[src/rtl/sudoku_ctrl_if.sv]
// Control/status bundle between the sudoku game controller, the button front end and the dp datapath.
interface sudoku_ctrl_if #(
   parameter int unsigned MOVE_W = 8
);
   // Front-end strobes and selects
   logic              start;
   logic [1:0]        diff_sel;
   logic [3:0]        cell_sel;
   logic [1:0]        val_sel;
   logic              enter;
   logic              submit;
   logic              retry;
   // Datapath status
   logic [15:0]       fill_flag;
   logic              solved;
   // Controller outputs
   logic              set_board;
   logic              register_inp_flag;
   logic              dp_check;
   logic              try_again_flag;
   logic              won;
   logic [1:0]        difficulty;
   logic [3:0]        ridx_a;
   logic [3:0]        ridx_b;
   logic [3:0]        reg_choose;
   logic [1:0]        value_inp;
   logic              busy;
   logic              err;
   logic [MOVE_W-1:0] moves;

   // Controller side
   modport master (
      input  start, diff_sel, cell_sel, val_sel, enter, submit, retry, fill_flag, solved,
      output set_board, register_inp_flag, dp_check, try_again_flag, won, difficulty,
             ridx_a, ridx_b, reg_choose, value_inp, busy, err, moves
   );

   // Environment side (front end + datapath)
   modport slave (
      output start, diff_sel, cell_sel, val_sel, enter, submit, retry, fill_flag, solved,
      input  set_board, register_inp_flag, dp_check, try_again_flag, won, difficulty,
             ridx_a, ridx_b, reg_choose, value_inp, busy, err, moves
   );
endinterface

[src/rtl/sudoku_ctrl.sv]
// Game-sequencing controller: turns user strobes into single-cycle dp control pulses.
module sudoku_ctrl #(
   parameter logic [7:0]  LFSR_SEED = 8'hA5,
   parameter int unsigned MOVE_W    = 8
) (
   input logic           clka,
   input logic           restart_n,
   sudoku_ctrl_if.master bus
);

   typedef enum logic [3:0] {
      IDLE, SET, SETTLE, PLAY, WRITE, CHECK, EVAL, WON, FAIL, RETRY
   } state_t;

   state_t            state, state_nxt;
   logic [7:0]        lfsr;
   logic              lfsr_fb;
   logic [3:0]        ridx_b_c;
   logic [15:0]       given_mask;
   logic              start_acc, write_acc, err_nxt, busy_nxt;

   logic              set_board_q, register_inp_flag_q, dp_check_q, try_again_flag_q;
   logic              won_q, busy_q, err_q;
   logic [1:0]        difficulty_q, value_inp_q;
   logic [3:0]        ridx_a_q, ridx_b_q, reg_choose_q;
   logic [MOVE_W-1:0] moves_q;

   // Feedback for x^8+x^6+x^5+x^4+1; second seed index is forced away from the first
   always_comb begin
      lfsr_fb  = lfsr[7] ^ lfsr[5] ^ lfsr[4] ^ lfsr[3];
      ridx_b_c = (lfsr[3:0] == lfsr[7:4]) ? (lfsr[7:4] ^ 4'h1) : lfsr[7:4];
   end

   // Free-running seed LFSR
   always_ff @(posedge clka or negedge restart_n) begin
      if (!restart_n) lfsr <= LFSR_SEED;
      else            lfsr <= {lfsr[6:0], lfsr_fb};
   end

   // State register
   always_ff @(posedge clka or negedge restart_n) begin
      if (!restart_n) state <= IDLE;
      else            state <= state_nxt;
   end

   // Next state and strobe acceptance; busy states ignore every strobe
   always_comb begin
      state_nxt = state;
      start_acc = 1'b0;
      write_acc = 1'b0;
      err_nxt   = 1'b0;
      case (state)
         IDLE:   if (bus.start) start_acc = 1'b1;
         SET:    state_nxt = SETTLE;
         SETTLE: state_nxt = PLAY;
         PLAY: begin
            if (bus.start) begin
               start_acc = 1'b1;
            end else if (bus.submit) begin
               if (&bus.fill_flag) state_nxt = CHECK;
               else                err_nxt   = 1'b1;
            end else if (bus.enter) begin
               if (!given_mask[bus.cell_sel]) begin
                  write_acc = 1'b1;
                  state_nxt = WRITE;
               end else begin
                  err_nxt = 1'b1;
               end
            end
         end
         WRITE:  state_nxt = PLAY;
         CHECK:  state_nxt = EVAL;
         EVAL:   state_nxt = bus.solved ? WON : FAIL;
         WON:    if (bus.start) start_acc = 1'b1;
         FAIL: begin
            if (bus.start)      start_acc = 1'b1;
            else if (bus.retry) state_nxt = RETRY;
         end
         RETRY:  state_nxt = PLAY;
         default: state_nxt = IDLE;
      endcase
      if (start_acc) state_nxt = SET;
      busy_nxt = state_nxt inside {SET, SETTLE, WRITE, CHECK, EVAL};
   end

   // Registered control pulses and status, aligned with the state they belong to
   always_ff @(posedge clka or negedge restart_n) begin
      if (!restart_n) begin
         set_board_q         <= 1'b0;
         register_inp_flag_q <= 1'b0;
         dp_check_q          <= 1'b0;
         try_again_flag_q    <= 1'b0;
         won_q               <= 1'b0;
         busy_q              <= 1'b0;
         err_q               <= 1'b0;
      end else begin
         set_board_q         <= (state_nxt == SET);
         register_inp_flag_q <= (state_nxt == WRITE);
         dp_check_q          <= (state_nxt == CHECK);
         try_again_flag_q    <= (state_nxt == RETRY);
         won_q               <= (state_nxt == WON);
         busy_q              <= busy_nxt;
         err_q               <= err_nxt;
      end
   end

   // Game setup, entry latches, given-cell mask and saturating move counter
   always_ff @(posedge clka or negedge restart_n) begin
      if (!restart_n) begin
         difficulty_q <= 2'd0;
         ridx_a_q     <= 4'd0;
         ridx_b_q     <= 4'd0;
         reg_choose_q <= 4'd0;
         value_inp_q  <= 2'd0;
         given_mask   <= 16'd0;
         moves_q      <= '0;
      end else begin
         if (start_acc) begin
            difficulty_q <= bus.diff_sel;
            ridx_a_q     <= lfsr[3:0];
            ridx_b_q     <= ridx_b_c;
         end
         if (write_acc) begin
            reg_choose_q <= bus.cell_sel;
            value_inp_q  <= bus.val_sel;
         end
         if (state == SETTLE) begin
            given_mask <= bus.fill_flag;
            moves_q    <= '0;
         end else if (state == WRITE) begin
            if (moves_q != {MOVE_W{1'b1}}) moves_q <= moves_q + MOVE_W'(1);
         end else if (state == RETRY) begin
            moves_q <= '0;
         end
      end
   end

   assign bus.set_board         = set_board_q;
   assign bus.register_inp_flag = register_inp_flag_q;
   assign bus.dp_check          = dp_check_q;
   assign bus.try_again_flag    = try_again_flag_q;
   assign bus.won               = won_q;
   assign bus.busy              = busy_q;
   assign bus.err               = err_q;
   assign bus.difficulty        = difficulty_q;
   assign bus.ridx_a            = ridx_a_q;
   assign bus.ridx_b            = ridx_b_q;
   assign bus.reg_choose        = reg_choose_q;
   assign bus.value_inp         = value_inp_q;
   assign bus.moves             = moves_q;

endmodule

[src/flat_wrapper.sv]
// flat-port wrapper written by rule: the top's interface ports become plain ports
module sudoku_ctrl_flat 
#(
   parameter logic [7:0]  LFSR_SEED = 8'hA5,
   parameter int unsigned MOVE_W    = 8
)
  (clka, restart_n, bus_start, bus_diff_sel, bus_cell_sel, bus_val_sel, bus_enter, bus_submit, bus_retry, bus_fill_flag, bus_solved, bus_set_board, bus_register_inp_flag, bus_dp_check, bus_try_again_flag, bus_won, bus_difficulty, bus_ridx_a, bus_ridx_b, bus_reg_choose, bus_value_inp, bus_busy, bus_err, bus_moves);
  sudoku_ctrl_if #(.MOVE_W(MOVE_W)) bus_i ();
  input logic clka;
  input logic restart_n;
  input wire logic [$bits(bus_i.start)-1:0] bus_start;
  input wire logic [$bits(bus_i.diff_sel)-1:0] bus_diff_sel;
  input wire logic [$bits(bus_i.cell_sel)-1:0] bus_cell_sel;
  input wire logic [$bits(bus_i.val_sel)-1:0] bus_val_sel;
  input wire logic [$bits(bus_i.enter)-1:0] bus_enter;
  input wire logic [$bits(bus_i.submit)-1:0] bus_submit;
  input wire logic [$bits(bus_i.retry)-1:0] bus_retry;
  input wire logic [$bits(bus_i.fill_flag)-1:0] bus_fill_flag;
  input wire logic [$bits(bus_i.solved)-1:0] bus_solved;
  output wire logic [$bits(bus_i.set_board)-1:0] bus_set_board;
  output wire logic [$bits(bus_i.register_inp_flag)-1:0] bus_register_inp_flag;
  output wire logic [$bits(bus_i.dp_check)-1:0] bus_dp_check;
  output wire logic [$bits(bus_i.try_again_flag)-1:0] bus_try_again_flag;
  output wire logic [$bits(bus_i.won)-1:0] bus_won;
  output wire logic [$bits(bus_i.difficulty)-1:0] bus_difficulty;
  output wire logic [$bits(bus_i.ridx_a)-1:0] bus_ridx_a;
  output wire logic [$bits(bus_i.ridx_b)-1:0] bus_ridx_b;
  output wire logic [$bits(bus_i.reg_choose)-1:0] bus_reg_choose;
  output wire logic [$bits(bus_i.value_inp)-1:0] bus_value_inp;
  output wire logic [$bits(bus_i.busy)-1:0] bus_busy;
  output wire logic [$bits(bus_i.err)-1:0] bus_err;
  output wire logic [$bits(bus_i.moves)-1:0] bus_moves;
  assign bus_i.start = bus_start;
  assign bus_i.diff_sel = bus_diff_sel;
  assign bus_i.cell_sel = bus_cell_sel;
  assign bus_i.val_sel = bus_val_sel;
  assign bus_i.enter = bus_enter;
  assign bus_i.submit = bus_submit;
  assign bus_i.retry = bus_retry;
  assign bus_i.fill_flag = bus_fill_flag;
  assign bus_i.solved = bus_solved;
  assign bus_set_board = bus_i.set_board;
  assign bus_register_inp_flag = bus_i.register_inp_flag;
  assign bus_dp_check = bus_i.dp_check;
  assign bus_try_again_flag = bus_i.try_again_flag;
  assign bus_won = bus_i.won;
  assign bus_difficulty = bus_i.difficulty;
  assign bus_ridx_a = bus_i.ridx_a;
  assign bus_ridx_b = bus_i.ridx_b;
  assign bus_reg_choose = bus_i.reg_choose;
  assign bus_value_inp = bus_i.value_inp;
  assign bus_busy = bus_i.busy;
  assign bus_err = bus_i.err;
  assign bus_moves = bus_i.moves;
  sudoku_ctrl #(.LFSR_SEED(LFSR_SEED), .MOVE_W(MOVE_W)) u_core (.clka(clka), .restart_n(restart_n), .bus(bus_i));
endmodule
[config.mk]
export PLATFORM = sky130hd
export DESIGN_NAME = sudoku_ctrl_flat
export DESIGN_NICKNAME = d
export VERILOG_FILES = /design/src/rtl/sudoku_ctrl_if.sv /design/src/rtl/sudoku_ctrl.sv /design/src/flat_wrapper.sv
export SDC_FILE = /design/constraint.sdc
export NUM_CORES = 1
export LEC_CHECK = 0
export BUFFER_PORTS_ARGS = -buffer_cell sky130_fd_sc_hd__buf_4
export CAP_MARGIN = 20
export CORE_UTILIZATION = 42
export DETAILED_ROUTE_END_ITERATION = 7
export GPL_ROUTABILITY_DRIVEN = 0
export GPL_TIMING_DRIVEN = 0
export HOLD_SLACK_MARGIN = 0.08
export PLACE_DENSITY = 0.73
export SYNTH_ARGS = -nofsm -noshare
export SYNTH_HDL_FRONTEND = slang
export SYNTH_SLANG_ARGS = --single-unit
[constraint.sdc]
create_clock -name clka -period 2.05 [get_ports clka]
set_clock_uncertainty 0.05 [all_clocks]
set_input_delay 0.1025 -clock clka [delete_from_list [all_inputs] [get_ports clka]]
set_output_delay 0.1025 -clock clka [all_outputs]
set_load 0.02 [all_outputs]
==> results of run 1 <==
synth_stat cells (4+ instances only):
cell type / instances / share of area
inv_2: 4 / 0.0057
dfrtp_1: 55 / 0.52
nor2b_1: 4 / 0.0095
nand3_1: 5 / 0.0095
nand4_1: 5 / 0.012
a31oi_1: 4 / 0.0095
nand2_1: 58 / 0.083
mux2_1: 13 / 0.056
and3_1: 5 / 0.012
dfstp_2: 4 / 0.040
mux4_2: 4 / 0.034
nor2_1: 13 / 0.019
a21oi_1: 7 / 0.013
o21ai_1: 10 / 0.019
nand2b_1: 6 / 0.014
clkbuf_1: 9 / 0.013
nor3_1: 5 / 0.0095
critical path, cell delays in order, from the launching register on:
cell     delay, ns
dfrtp_1       0.38
mux4_2        0.48
a22oi_2       0.21
a21oi_2       0.08
or4_4         0.54
and3_4        0.19
worst max-delay path by stage:
stage,start,end,depth (start not counted)
after floorplan,u_core.given_mask[7]$_DFFE_PN0N_,u_core.bus.won$_DFF_PN0_,5
after global placement,u_core.state[0]$_DFF_PN0_,u_core.bus.ridx_a[2]$_DFFE_PN0P_,5
after detailed placement,u_core.state[0]$_DFF_PN0_,u_core.bus.ridx_a[0]$_DFFE_PN0P_,5
after CTS,u_core.given_mask[7]$_DFFE_PN0N_,u_core.bus.won$_DFF_PN0_,5
after global routing,u_core.given_mask[15]$_DFFE_PN0N_,u_core.bus.won$_DFF_PN0_,5
final,u_core.given_mask[7]$_DFFE_PN0N_,u_core.bus.won$_DFF_PN0_,5
placed cells by master, fill, tap and decap left out, types with 5 or more instances in the layout:
master and count:
buf_4 63, nand2_1 58, dfrtp_1 54, dlygate4sd3_1 29
nor2_1 13, mux2_1 13, clkbuf_8 10, o21ai_1 9
clkbuf_1 6, a21oi_1 6, nand2b_1 6, nand4_1 5
sequential cells by signal (all words and copies together), names as in the netlist:
| signal | flops |
|---|---|
| u_core.bus.busy | 1 |
| u_core.bus.difficulty | 2 |
| u_core.bus.dp_check | 1 |
| u_core.bus.err | 1 |
| u_core.bus.moves | 8 |
| u_core.bus.reg_choose | 4 |
| u_core.bus.register_inp_flag | 1 |
| u_core.bus.ridx_a | 4 |
| u_core.bus.ridx_b | 4 |
| u_core.bus.set_board | 1 |
| u_core.bus.try_again_flag | 1 |
| u_core.bus.value_inp | 2 |
| u_core.bus.won | 1 |
| u_core.given_mask | 16 |
| u_core.lfsr | 8 |
| u_core.state | 4 |
cell type report:
class / count / share of cell area
flip-flops and latches: 59 / 0.3934
multi-input cells: 174 / 0.3058
repair buffers: 92 / 0.2025
clock buffers: 12 / 0.03851
well taps: 75 / 0.02490
clock inverters: 4 / 0.01959
plain buffers: 7 / 0.009296
inverters: 6 / 0.005976
cells by family after synthesis:
kind of cell,Yosys count,synth area share
flops,59,0.5625
compound gates,35,0.08836
xor+xnor,5,0.01663
simple gates,113,0.2038
mux,20,0.1026
fa+ha+maj,1,0.004750
buf+inv,15,0.02138
report_power, final:
| part | total (W) | internal [W] | switching [W] |
|---|---|---|---|
| Clock | 0.00117 | 0.000719 | 0.000452 |
| Sequential | 0.00165 | 0.00147 | 0.000178 |
| Combinational | 0.00156 | 0.000703 | 0.000856 |
| Total | 0.00438 | 0.00289 | 0.00149 |
through the flow:
stage               TNS [ns]  instances  setup WS, ns
floorplan                  0        248       0.04160
global placement      -3.124        383       -0.2571
global route        -0.06016        429      -0.02006
detailed placement    -4.513        383       -0.3411
finish                     0        429       0.02269
CTS                        0        430     0.0003511
what timing repair did:
action | in CTS | in global routing
buffers inserted | 3 | 0
gates resized for setup | 8 | 12
gates cloned | 0 | 0
setup endpoints to repair | 29 | 28
pin swaps | 6 | 2
hold endpoints to repair | 82 | 0
hold buffers | 29 | 0
layer usage:
metal / wire length, µm / vias to the layer above / part of all wire / track usage
li1: - / 1072 / - / -
met1: 2624 / 1089 / 0.42 / 0.2571
met2: 3187 / 67 / 0.51 / 0.3630
met3: 308 / 9 / 0.050 / 0.05843
met4: 95 / 0 / 0.015 / 0.09107
met5: 0 / - / 0 / 0
==> key figures, run 1 <==
Status
  – Status: completed

Timing
  – Fmax: 493.3 MHz
  – Rel. slew slack: 0.5151
  – Worst slew pin tran: 0.7273 ns
  – Max-slew violation count: 0
  – Final hold vios: 0
  – RSZ-0062 raised after global routing: true
  – Final Setup Violations: 0
  – Minimum clock period: 2.027 ns
  – Final Cycle Share: 0.9889
  – Hold WS: 0.2963 ns

Floorplan
  – Die W: 81.19 µm
  – Core Region: 5991 µm²
  – Standard-cell rows: 28
  – DIE HEIGHT: 81.19 µm
  – Die area: 6592 µm²
  – I/O Pins: 62
  – Starting Density: 0.4396

Finish
  – Reg area: 1483 µm²
  – N_diodes: 0
  – Fill cell count: 481
  – Cell area after layout: 3769 µm²
  – Multi-input gate area in the final layout: 1152 µm²
  – Synthesis-to-finish area growth: 43.09%
  – Fin util: 0.6291
  – Fin nets: 381
  – Layout cells sized above 1: 0.3079

CTS
  – TritonCTS Buffers: 9
  – Longest Clk Path Bufs: 2
  – Clk Tree Root Cell: clkbuf_8
  – H-Tree Level Count: 3
  – Clk slew on worst S/H paths: 0.07 ns
  – CTS tree: done
  – Clock Latency Late Sink: 0.34 ns
  – Sinks on the clock net: 59

Setup path
  – Kind of critical path: flip-flop to flip-flop
  – R2r setup slk: 0.02 ns
  – Reg-to-reg endpoint: u_core.bus.won$_DFF_PN0_
  – CP Launch Type: flip-flop
  – Worst EP required: 2.23 ns
  – Arr. time, crit path: 2.21 ns
  – R2R cell count: 5
  – CP Capture Type: flip-flop
  – R2r startpoint: u_core.given_mask[7]$_DFFE_PN0N_
  – Worst Path Max Fanout: 3

Worst hold path
  – Hold Path End: u_core.bus.ridx_b[1]$_DFFE_PN0P_
  – Hold Startpoint: bus_start
  – Hold depth: 3
  – Hold crit path type: input pin to flip-flop

Route
  – Post-DRT Antenna Nets: 0
  – # DRC: 0
  – Final WL: 6215 µm
  – Iter 0 DRT Violations: 171
  – DR vias: 2,237
  – First drt pass iteration count: 5
  – Vias per cell: 5.214
  – Avg WL per Cell: 14.49 µm

Power and ir drop
  – Pleak: 1.847 nW
  – Power per Cell Area: 1162 nW/µm²
  – Max VDD drop: 0.0006472 V
  – Total chip power: 0.004380 W

Place
  – IO Port Bufs: 60
  – DPL Wire Length: 4089 µm
  – Placement Cell Area: 3178 µm²

Synthesis
  – Synth Instances: 248
  – Ys flop type: dfrtp_1
  – Number of enable flip-flop cells after synthesis: 0
  – Seq/Total Area, Yosys: 0.5625
  – Seq cells post-synth: 59
  – Syn avg cell area: 10.62 µm²
  – Post-Syn Nets: 280
  – Synth Warn #: 0
  – Synth cell types: 43
  – Synthesized area: 2634 µm²
  – Async S/R FF share, synth: 1.000

GRT
  – Number of global-route vias before repair: 2,220
  – GRT Util Overall: 0.2149
  – Pin count of the biggest net entering global routing: 60
  – Initial antenna violation count: 0
  – Global-route wire length before repair: 10,360 µm
  – Grt ovf: 0

Flow run
  – Max-Cap Viols: 0
Power figures use the tool's default switching activity.
==> inputs of run 2 (changes only) <==
- ABC_AREA: not set -> 1
==> run 2 against run 1 <==
  * First-iteration DRC count rose by 39%
  * Design area rose by 2.7%
  * Synthesized cell count rose by 31%
  * Non-clock buffer count fell by 1
  * Sequential power fell by 4%
  * Core utilization fell by 1.9 points
  * Critical path type is now input pin to flip-flop
  * Largest cell class unchanged
  * Highest routed layer unchanged
==> key figures, run 2 <==
Timing
  – Worst slew pin tran: 0.7090 ns (-0.01834 ns)
  – Final Cycle Share: 0.9317 (-0.05723)
  – Final Setup Violations: 0 (unchanged)
  – Final hold vios: 0 (unchanged)
  – Sum Neg Setup Slack: 0 ns (unchanged)
  – RSZ-0062 raised after global routing: false
  – Minimum clock period: 1.910 ns (-0.1173 ns)
  – Rel. slew slack: 0.5273 (+0.01223)
  – Fmax: 523.6 MHz (+6.1%)
  – Max-slew violation count: 0 (unchanged)
  – Hold WS: 0.1035 ns (-0.1927 ns)

GRT
  – Pin count of the biggest net entering global routing: 60 (unchanged)
  – Grt ovf: 0 (unchanged)
  – GRT Util Overall: 0.2128 (-0.002138)
  – Number of global-route vias before repair: 2,552 (+15%)
  – Global-route wire length before repair: 11,630 µm (+12%)
  – Initial antenna violation count: 0 (unchanged)

Status
  – Status: completed

Synthesis
  – Seq cells post-synth: 59 (unchanged)
  – Synthesized area: 2778 µm² (+5.5%)
  – Post-synth top area cell: dfrtp_1
  – Number of enable flip-flop cells after synthesis: 0 (unchanged)
  – Commonest cells in the synthesized netlist: 104 x nand2_1, 55 x dfrtp_1, 35 x inv_1, 21 x nor2_1, 18 x nand3_1
  – Seq/Total Area, Yosys: 0.5333 (-0.02914)
  – Post-Syn Nets: 357 (+28%)
  – Synth cell types: 37 (-14%)
  – Synth Warn #: 0 (unchanged)
  – Synth area leaders: dfrtp_1 50%, nand2_1 14%, inv_1 4.7%, dfstp_2 3.8%, nand3_1 3.2%
  – Ys flop type: dfrtp_1
  – Async S/R FF share, synth: 1.000 (unchanged)
  – Synth Instances: 325 (+31%)
  – Most common cell in the netlist: nand2_1
  – Post-synth top area share: 0.4955 (-0.02707)
  – Syn avg cell area: 8.547 µm² (-20%)

Power and ir drop
  – Pint: 0.002715 W (-6.2%)
  – Switching pwr: 0.001596 W (+7.4%)
  – Max VDD drop: 0.0006773 V (+4.7%)
  – Pleak: 2.015 nW (+9.1%)
  – Reg power frac: 0.369 (-0.008)
  – Clock power share: 0.279 (+0.012)
  – Sw Ratio: 0.3703 (+0.03102)
  – Total chip power: 0.004311 W (-1.6%)
  – Power per Cell Area: 1114 nW/µm² (-4.2%)
  – Logic pwr share: 0.351 (-0.005)

CTS
  – Clk slew on worst S/H paths: 0.07 ns (about the same)
  – CTS tree: done
  – Sinks on the clock net: 59 (unchanged)
  – TritonCTS Buffers: 9 (unchanged)
  – H-Tree Level Count: 3 (unchanged)
  – Post-CTS Setup Bufs: 0 (-3)
  – Longest Clk Path Bufs: 2 (unchanged)
  – Clock Latency Late Sink: 0.35 ns (about the same)
  – Clk Tree Root Cell: clkbuf_8

Finish
  – Fin nets: 460 (+21%)
  – Number of flip-flops under the largest register name: 16 (unchanged)
  – Commonest non-fill, non-tap cell in the layout: nand2_1
  – Most frequent cells in the layout: 104 x nand2_1, 61 x buf_4, 55 x dfrtp_1
  – Biggest register: u_core.given_mask
  – N_diodes: 0 (unchanged)
  – Fin util: 0.6097 (-0.01942)
  – Synthesis-to-finish area growth: 39.37%
  – Layout cells sized above 1: 0.2748 (-0.03308)

Floorplan
  – DIE HEIGHT: 83.33 µm (+2.6%)
  – Core Region: 6350 µm² (+6.0%)
  – Die W: 83.33 µm (+2.6%)
  – Starting Density: 0.4374 (-0.002202)
  – Die area: 6943 µm² (+5.3%)
  – Standard-cell rows: 29 (+3.6%)
  – I/O Pins: 62 (unchanged)

Route
  – Iter 0 DRT Violations: 238 (+39%)
  – # DRC: 0 (unchanged)
  – Final WL: 6811 µm (+9.6%)
  – Vias per cell: 5.008 (-4.0%)
  – First drt pass iteration count: 5 (unchanged)
  – DR vias: 2,554 (+14%)
  – Avg WL per Cell: 13.35 µm (-7.8%)
  – Post-DRT Antenna Nets: 0 (unchanged)

Setup path
  – Worst EP required: 2.23 ns (about the same)
  – Arr. time, crit path: 2.09 ns (-0.12 ns)
  – R2r setup slk: 0.16 ns (+0.14 ns)
  – Worst Path Max Fanout: 6 (+3)
  – Kind of critical path: input pin to flip-flop
  – CP Launch Type: input pin
  – CP Capture Type: flip-flop

Flow run
  – Max-Cap Viols: 0 (unchanged)

Worst hold path
  – Hold crit path type: input pin to flip-flop

Place
  – IO Port Bufs: 61 (+1.7%)
  – DPL Wire Length: 4397 µm (+7.5%)
run 2: routing by layer:
layer,wire (µm),track usage,share of wire,up-vias
met5,0,0,0,-
met3,422,0.03877,0.062,35
met2,3178,0.3227,0.47,117
met1,2913,0.2760,0.43,1170
li1,-,-,-,1232
met4,296,0.1473,0.043,0
run 2: cell families (layout without fill, tap and decap cells):
family	Yosys count	in the layout	synth area share
buffers and inverters	50	158	0.07657
AOI/OAI and AO/OA	43	43	0.09234
xor gates and xnor gates	6	6	0.01892
adders and majority gates	1	1	0.004504
DFF	59	59	0.5333
and+or+nand+nor	166	166	0.2743
run 2: stage by stage:
stage	cell area (µm²)	std cells	worst slack [ns]
finish	3871	510	0.1400
detailed placement	3332	463	0.3930
global route	3871	510	0.01378
CTS	3866	510	0.1550
global placement	3332	463	0.4309
floorplan	2778	325	0.3727
run 2: cell type report:
class,count,area [µm²]
Buffer,6,41.29
Sequential cell,59,1481
Tap cell,77,96.34
Timing Repair Buffer,92,768.2
Multi-Input combinational cell,216,1089
Fill cell,533,2479
Inverter,44,171.4
Clock buffer,9,123.9
Clock inverter,7,100.1
run 2: worst max-delay path, stage by stage:
cell,delay [ns]
dlygate4sd3_1,0.55
buf_4,0.16
inv_2,0.10
nor2_1,0.06
nand2_1,0.07
nand3_1,0.09
nand3_2,0.11
nand2_2,0.07
a21oi_1,0.15
dlygate4sd3_1,0.58
nor3_2,0.04
run 2: repair_timing:
action / in CTS / in global routing
resized for setup: 0 / 2
hold buffers: 31 / 0
endpoints found under the setup margin: 0 / 1
hold endpoints to repair: 82 / 0
run 2: path summary, 6_finish.rpt:
path,start,to,cells past startpoint
max reg2reg,u_core.state[1]$_DFF_PN0_,u_core.bus.difficulty[1]$_DFFE_PN0P_,8
max,bus_cell_sel[1],u_core.bus.err$_DFF_PN0_,11
min,bus_cell_sel[0],u_core.bus.reg_choose[0]$_DFFE_PN0P_,3
max in group asynchronous,restart_n,u_core.given_mask[8]$_DFFE_PN0N_,2
min reg2reg,u_core.lfsr[0]$_DFF_PN1_,u_core.lfsr[1]$_DFF_PN0_,0
min in group asynchronous,restart_n,u_core.bus.moves[4]$_DFFE_PN0P_,2
run 2: power by group through the flow:
stage	combinational (W)	sequential (W)	clock, W
CTS	0.00148	0.00159	0.00122
floorplan	0.000831	0.00171	0
finish	0.00152	0.00159	0.00120
detailed placement	0.00141	0.00160	0
global placement	0.00138	0.00160	0
global route	0.00169	0.00163	0.00127
